===== src/rtl/fetch_unit_if.sv =====
// Program-memory and decoder bus of fetch_unit: ROM address/data, decoded
// opcode/operand with their Valid qualifier, and the decoder's WrPC reply.
interface fetch_unit_if #(
  parameter int ADDR_W  = 11,
  parameter int INSTR_W = 16
);
  logic [ADDR_W-1:0]  InstrAddr;
  logic [INSTR_W-1:0] InstrData;
  logic [4:0]         OpCode;
  logic [ADDR_W-1:0]  Operand;
  logic               Valid;
  logic               WrPC;

  modport master (
    output InstrAddr, OpCode, Operand, Valid,
    input  InstrData, WrPC
  );

  modport slave (
    input  InstrAddr, OpCode, Operand, Valid,
    output InstrData, WrPC
  );
endinterface


===== src/rtl/fetch_unit.sv =====
// Non-pipelined fetch FSM: FETCH -> LOAD -> EXEC per instruction, HALT until Resume.
// Define FETCH_CYCLE_COUNT_EN to build the saturating non-HALT cycle counter.
module fetch_unit #(
  parameter int ADDR_W  = 11,
  parameter int INSTR_W = 16
) (
  input  logic                clk,
  input  logic                rst_n,
  input  logic                Resume,
  fetch_unit_if.master        bus,
  output logic                Halted,
  output logic                HaltEvent,
  output logic [15:0]         CycleCount
);

  typedef enum logic [1:0] {FETCH, LOAD, EXEC, HALT} state_t;

  state_t             state_q, state_d;
  logic [ADDR_W-1:0]  pc_q, pc_d;
  logic [INSTR_W-1:0] ir_q, ir_d;
  logic               halt_event_q, halt_event_d;
  logic               valid;

  always_ff @(posedge clk or negedge rst_n) begin
    if (!rst_n) begin
      state_q <= FETCH;
    end else begin
      state_q <= state_d;
    end
  end

  always_comb begin
    state_d = state_q;
    case (state_q)
      FETCH:   state_d = LOAD;
      LOAD:    state_d = EXEC;
      EXEC:    state_d = bus.WrPC ? FETCH : HALT;
      HALT:    if (Resume) state_d = FETCH;
      default: state_d = FETCH;
    endcase
  end

  // WrPC only matters in EXEC, Resume only in HALT; elsewhere both are ignored.
  always_comb begin
    pc_d         = pc_q;
    ir_d         = ir_q;
    halt_event_d = (state_q == EXEC) && !bus.WrPC;
    if (state_q == LOAD) begin
      ir_d = bus.InstrData;
    end
    if (state_q == EXEC && bus.WrPC) begin
      pc_d = pc_q + ADDR_W'(1);
    end
    if (state_q == HALT && Resume) begin
      pc_d = '0;
    end
  end

  always_ff @(posedge clk or negedge rst_n) begin
    if (!rst_n) begin
      pc_q         <= '0;
      ir_q         <= '0;
      halt_event_q <= 1'b0;
    end else begin
      pc_q         <= pc_d;
      ir_q         <= ir_d;
      halt_event_q <= halt_event_d;
    end
  end

  always_comb begin
    valid         = (state_q == EXEC);
    bus.Valid     = valid;
    bus.InstrAddr = pc_q;
    bus.OpCode    = valid ? ir_q[INSTR_W-1 -: 5] : '0;
    bus.Operand   = valid ? ir_q[ADDR_W-1:0] : '0;
    Halted        = (state_q == HALT);
    HaltEvent     = halt_event_q;
  end

`ifdef FETCH_CYCLE_COUNT_EN
  logic [15:0] cnt_q, cnt_d;

  always_comb begin
    cnt_d = cnt_q;
    if (state_q == HALT) begin
      if (Resume) cnt_d = '0;
    end else if (cnt_q != '1) begin
      cnt_d = cnt_q + 16'd1;
    end
  end

  always_ff @(posedge clk or negedge rst_n) begin
    if (!rst_n) begin
      cnt_q <= '0;
    end else begin
      cnt_q <= cnt_d;
    end
  end

  always_comb CycleCount = cnt_q;
`else
  always_comb CycleCount = '0;
`endif

endmodule

===== src/flat_wrapper.sv =====
// flat-port wrapper written by rule: the top's interface ports become plain ports
module fetch_unit_flat 
#(
  parameter int ADDR_W  = 11,
  parameter int INSTR_W = 16
)
  (clk, rst_n, Resume, Halted, HaltEvent, CycleCount, bus_InstrAddr, bus_OpCode, bus_Operand, bus_Valid, bus_InstrData, bus_WrPC);
  fetch_unit_if #(.ADDR_W(ADDR_W), .INSTR_W(INSTR_W)) bus_i ();
  input  logic clk;
  input  logic rst_n;
  input  logic Resume;
  output logic Halted;
  output logic HaltEvent;
  output logic [15:0] CycleCount;
  output wire logic [$bits(bus_i.InstrAddr)-1:0] bus_InstrAddr;
  output wire logic [$bits(bus_i.OpCode)-1:0] bus_OpCode;
  output wire logic [$bits(bus_i.Operand)-1:0] bus_Operand;
  output wire logic [$bits(bus_i.Valid)-1:0] bus_Valid;
  input wire logic [$bits(bus_i.InstrData)-1:0] bus_InstrData;
  input wire logic [$bits(bus_i.WrPC)-1:0] bus_WrPC;
  assign bus_InstrAddr = bus_i.InstrAddr;
  assign bus_OpCode = bus_i.OpCode;
  assign bus_Operand = bus_i.Operand;
  assign bus_Valid = bus_i.Valid;
  assign bus_i.InstrData = bus_InstrData;
  assign bus_i.WrPC = bus_WrPC;
  fetch_unit #(.ADDR_W(ADDR_W), .INSTR_W(INSTR_W)) u_core (.clk(clk), .rst_n(rst_n), .Resume(Resume), .bus(bus_i), .Halted(Halted), .HaltEvent(HaltEvent), .CycleCount(CycleCount));
endmodule

===== config.mk =====
export PLATFORM = sky130hd
export DESIGN_NAME = fetch_unit_flat
export DESIGN_NICKNAME = d
export VERILOG_FILES = /design/src/rtl/fetch_unit_if.sv /design/src/rtl/fetch_unit.sv /design/src/flat_wrapper.sv
export SDC_FILE = /design/constraint.sdc
export NUM_CORES = 1
export LEC_CHECK = 0
export CAP_MARGIN = 15
export CORE_AREA = 2 2 64 66
export CTS_CLUSTER_DIAMETER = 200
export DETAILED_ROUTE_END_ITERATION = 6
export DIE_AREA = 0 0 66 68
export PLACE_DENSITY = 0.88
export RECOVER_POWER = 100
export REMOVE_ABC_BUFFERS = 1
export SYNTH_ARGS = -nofsm -noshare
export SYNTH_HDL_FRONTEND = slang
export SYNTH_SLANG_ARGS = --single-unit
export TNS_END_PERCENT = 10

===== constraint.sdc =====
create_clock -name clk -period 1.65 [get_ports clk]
set_input_delay 0.2475 -clock clk [delete_from_list [all_inputs] [get_ports clk]]
set_output_delay 0.2475 -clock clk [all_outputs]
set_load 0.02 [all_outputs]

# --- Word level (Yosys, flattened, before mapping) ---
# Cells that the tools add are included.
totals:
  mem_count: 0
  regBits: 30
  ramBits: 0
  latch_bits: 0
  wordCells: 22
  rom_bits: 0
  output_inout_bits: 46
  inputBits: 20
op_classes:
  order_cmp: 0
  n_eq_ne: 4
  n_div: 0
  n_bitwise: 0
  reduce_logical: 6
  addsub: 1
  n_shift: 0
  multipliers: 0
  mux: 7
ops:
  columns: ["op", "count"]
  rows:
  - ["$mux 11", 3]
  - ["$add 11x1->11 const B", 1]
  - ["$pmux 2 s4", 1]
  - ["$mux 5", 1]
  - ["$eq 2x2->1 const B", 2]
  - ["$mux 2", 2]
  - ["$logic_and 1x1->1", 3]
  - ["$eq 2x1->1 const B", 1]
  - ["$logic_not 2->1", 1]
  - ["$ne 2x2->1 const B", 1]
  - ["$reduce_bool 2->1", 1]
  - ["$logic_not 1->1", 1]

# --- Logic depth before layout (Yosys ltp) ---
logic_depth:
  ltp_word: 4
  depth_mapped: 5
  ltp_nobuf: 4

# --- Worst setup path before layout ---
# OpenSTA, ideal clock, no wires.
synth_path:
  path_kind: "flip-flop to output port"
  startpoint: "reg u_core.state_q[1]"
  endpoint: "out bus_OpCode[0]"
  path_slack_ps: -43
  path_stages_with_launch: 5
  n_path_buf: 2
  required_time_ps: 1402
  arrival_time_ps: 1446
  cell_sequence: "dfrtp_1 buf_4 nor2b_1 clkbuf_1 and2_1"
synth_via:
  elab_chain_len: 2
synth_rtl:
  columns: ["element", "line", "text"]
  rows:
  - ["start: declaration", "fetch_unit.sv:18", "state_t state_q, state_d;"]
  - ["start signal: assignment", "fetch_unit.sv:28", "state_q <= state_d;"]
  - ["$eq 2x2->1", "fetch_unit.sv:72", "valid = (state_q == EXEC);"]
  - ["named net bus_Valid", "flat_wrapper.sv:18", "output wire logic [$bits(bus_i.Valid)-1:0] bus_Valid;"]
  - ["$mux 5", "fetch_unit.sv:75", "bus.OpCode = valid ? ir_q[INSTR_W-1 -: 5] : '0;"]
  - ["end: declaration", "flat_wrapper.sv:16", "output wire logic [$bits(bus_i.OpCode)-1:0] bus_OpCode;"]
# The timed path passes the listed nets, and every way through them passes these cells.

# --- Worst setup path in the final report ---
layout_path:
  startpoint: "reg u_core.pc_q[8] (netlist: u_core.bus.InstrAddr[8])"
  endpoint: "out bus_InstrAddr[8]"
layout_rtl:
  columns: ["element", "line", "text"]
  rows:
  - ["start: declaration", "fetch_unit.sv:19", "logic [ADDR_W-1:0] pc_q, pc_d;"]
  - ["start signal: assignment", "fetch_unit.sv:65", "pc_q <= pc_d;"]
  - ["end: declaration", "flat_wrapper.sv:15", "output wire logic [$bits(bus_i.InstrAddr)-1:0] bus_InstrAddr;"]
# No word-level cell between the ends.

==> results.py <==
metrics = {
    "outcome": {
        "status": "finished clean",
    },
    "final_layout": {
        "utilization": 0.543,
        "syn_to_final_growth_pct": 34.8,
        "drive_gt1_frac": 0.260,
        "regArea_um2": 753,
        "fillers": 380,
        "nNetsFinal": 220,
        "antenna_cells": 0,
        "multiInputGateArea_um2": 712,
    },
    "route": {
        "drc_errors": 0,
        "dr_total_vias": 1233,
        "drtIter0Drc": 73,
        "routed_wl_um": 3240,
        "routed_via_density": 4.93,
        "first_pass_iters": 5,
        "wire_per_inst_um": 13.0,
        "final_antenna_net_count": 0,
    },
    "worst_setup_path": {
        "critPathLaunchType": "register",
        "worstPathRequired_ns": 1.40,
        "crit_fanout": 5,
        "crit_family": "buffers and inverters",
        "endpoint_kind": "primary output",
        "critPathMaxStageDelay_ns": 0.63,
        "crit_type": "register to primary output",
        "cp.arrival_ns": 1.33,
        "crit_buf_inv": 1,
        "path_cells": "clkdlybuf4s50_1",
        "slowest_stage": "clkdlybuf4s50_1",
    },
    "floorplan": {
        "io-pin-count": 66,
        "initial_core_util": 0.403,
        "core-area_um2": 3860,
        "die_area_um2": 4490,
        "die_h_um": 68,
        "die-width_um": 66,
        "rows": 23,
    },
    "synth": {
        "synth_area_per_cell_um2": 11.0,
        "synthesis.area_um2": 1550,
        "synth_cell_types": 32,
        "synth-seq-cells": 30,
        "syn_inst": 141,
        "ys_seq_area_frac": 0.483,
        "yosys_warnings": 0,
    },
    "power_and_ir_drop": {
        "p_leak_nw": 0.936,
        "power_density_nw_per_um2": 1610,
        "p_total_mw": 3.37,
        "peakVddDrop_mv": 0.863,
    },
    "clock_tree": {
        "clock_latency_ns": 0.28,
        "cts_tree": "done",
        "clockBufferDepth": 2,
        "cts_max_level": 2,
        "cts.sinks": 30,
        "ctsRootBufferMaster": "clkbuf_8",
        "cts_buffers": 5,
        "clk_pin_slew_ns": 0.06,
        "cts_setup_buffers": 0,
    },
    "placed_design": {
        "io_buffers": 49,
        "place_congestion": 0.770,
        "hpwl_um": 2290,
    },
    "timing": {
        "fin_crit_ns": 1.58,
        "finalHoldViolCount": 0,
        "rsz0062_at_grt": "no",
        "relSlewSlack": 0.498,
        "fin_crit_sh": 0.955,
        "tightest_slew_ns": 0.752,
        "fmax_mhz": 635,
        "setup_viol": 0,
        "fin_worst_skew_ns": 0.00571,
        "slew_violations": 0,
    },
    "global_routing": {
        "grt_pass1_vias": 1210,
        "track_usage": 0.166,
        "grt_pass1_wl_um": 5510,
        "grt-ovfl-total": 0,
        "grt_max_degree": 31,
        "antenna_found_initial": 0,
    },
    "flow_run": {
        "drv_cap": 0,
    },
    "hold_path": {
        "hold_class": "register to register",
    },
}
power breakdown:
group,internal (mW),switching (mW),total (mW)
logic,0.717,0.781,1.50
clock network,0.451,0.266,0.717
registers,1.00,0.146,1.15
total,2.17,1.19,3.37
routing by layer:
layer	routed length, um	track usage	vias up
li1	-	-	580
met1	1300	0.188	594
met2	1600	0.277	52
met3	271	0.0576	7
met4	71	0.0867	0
met5	0	0	-
cell usage in the layout (no fill, tap or decap), drive strengths merged, types with 4 or more instances in the layout:
master and instances:
and2 17, clkdlybuf4s50 23, nand4 4, nand3 8
conb 16, nand2 5, buf 8, dfrtp 30
mux2 16, a21oi 5, clkbuf 28
final timing paths:
path | from | endpoint | slack (ns) | cells after the start
max | u_core.bus.InstrAddr[8] | bus_InstrAddr[8] | 0.07 | 1
min | u_core.ir_q[7] | u_core.ir_q[7] | 0.50 | 1
max reg2reg | u_core.state_q[0] | u_core.bus.InstrAddr[8] | 0.11 | 4
min reg2reg | u_core.ir_q[7] | u_core.ir_q[7] | 0.50 | 1
max in group asynchronous | rst_n | u_core.bus.InstrAddr[1] | 0.57 | 2
min in group asynchronous | rst_n | u_core.bus.InstrAddr[6] | 0.56 | 2
synthesized netlist by cell type:
master,count,area share
nand4_1,3,0.012
and3_1,1,0.0040
buf_4,17,0.082
mux2_2,16,0.12
or3_1,2,0.0081
conb_1,1,0.0024
or4_1,3,0.014
xor2_1,1,0.0056
nand3_1,8,0.026
a21o_1,1,0.0048
and2_1,17,0.068
a21boi_0,1,0.0048
buf_2,2,0.0064
nand4_2,1,0.0081
o31ai_1,3,0.014
o31a_1,1,0.0056
clkbuf_1,2,0.0048
buf_6,1,0.0072
nand2b_1,3,0.012
dfrtp_1,30,0.48
nor2_1,1,0.0024
nand2_1,5,0.012
a21oi_1,5,0.016
nor2b_1,3,0.012
nand3b_1,1,0.0048
nand4b_1,1,0.0056
o21a_1,1,0.0048
ha_1,1,0.0081
mux2i_1,2,0.013
nor4_1,3,0.012
mux2i_2,1,0.0089
o21ai_0,3,0.0097
timing repair:
action,4_1_cts,5_1_grt
endpoints found under the hold margin,0,0
gates cloned,0,0
pin swaps,0,0
gates resized for setup,57,17
endpoints found under the setup margin,19,17
hold buffers,0,0
metrics by stage:
step / area [um2] / setup WS [ns] / instances / hold WS (ns) / setup TNS [ns]
after floorplan: 1450 / -0.144 / 134 / -0.0481 / -4.27
after global placement: 2090 / -0.0481 / 242 / 0.481 / -0.484
after detailed placement: 2090 / -0.0881 / 242 / 0.488 / -1.10
after CTS: 2170 / -0.0379 / 250 / 0.363 / -0.0379
after global routing: 2090 / 0.0151 / 250 / 0.530 / 0
final: 2090 / 0.0741 / 250 / 0.499 / 0
final cells by class:
| type | count | area share |
|---|---|---|
| clock buffers | 7 | 0.0364 |
| clock inverters | 1 | 0.0143 |
| multi-input cells | 104 | 0.340 |
| flip-flops and latches | 30 | 0.360 |
| well taps | 50 | 0.0299 |
| repair buffers | 58 | 0.220 |
kinds of logic (layout without fill, tap and decap cells):
logic type	after synthesis	after routing	share of synthesized area
and+or+nand+nor	52	52	0.202
DFF	30	30	0.483
buffers and inverters	22	66	0.101
muxes	19	19	0.138
AOI/OAI and AO/OA	15	15	0.0604
adders and majority gates	1	1	0.00805
other	1	16	0.00241
xor gates and xnor gates	1	1	0.00564
flip-flops by register name, indices dropped and copies added (netlist names):
name                  cells
u_core.ir_q              16
u_core.HaltEvent          1
u_core.state_q            2
u_core.bus.InstrAddr     11
Note: power is estimated with default switching activity, not from simulation.
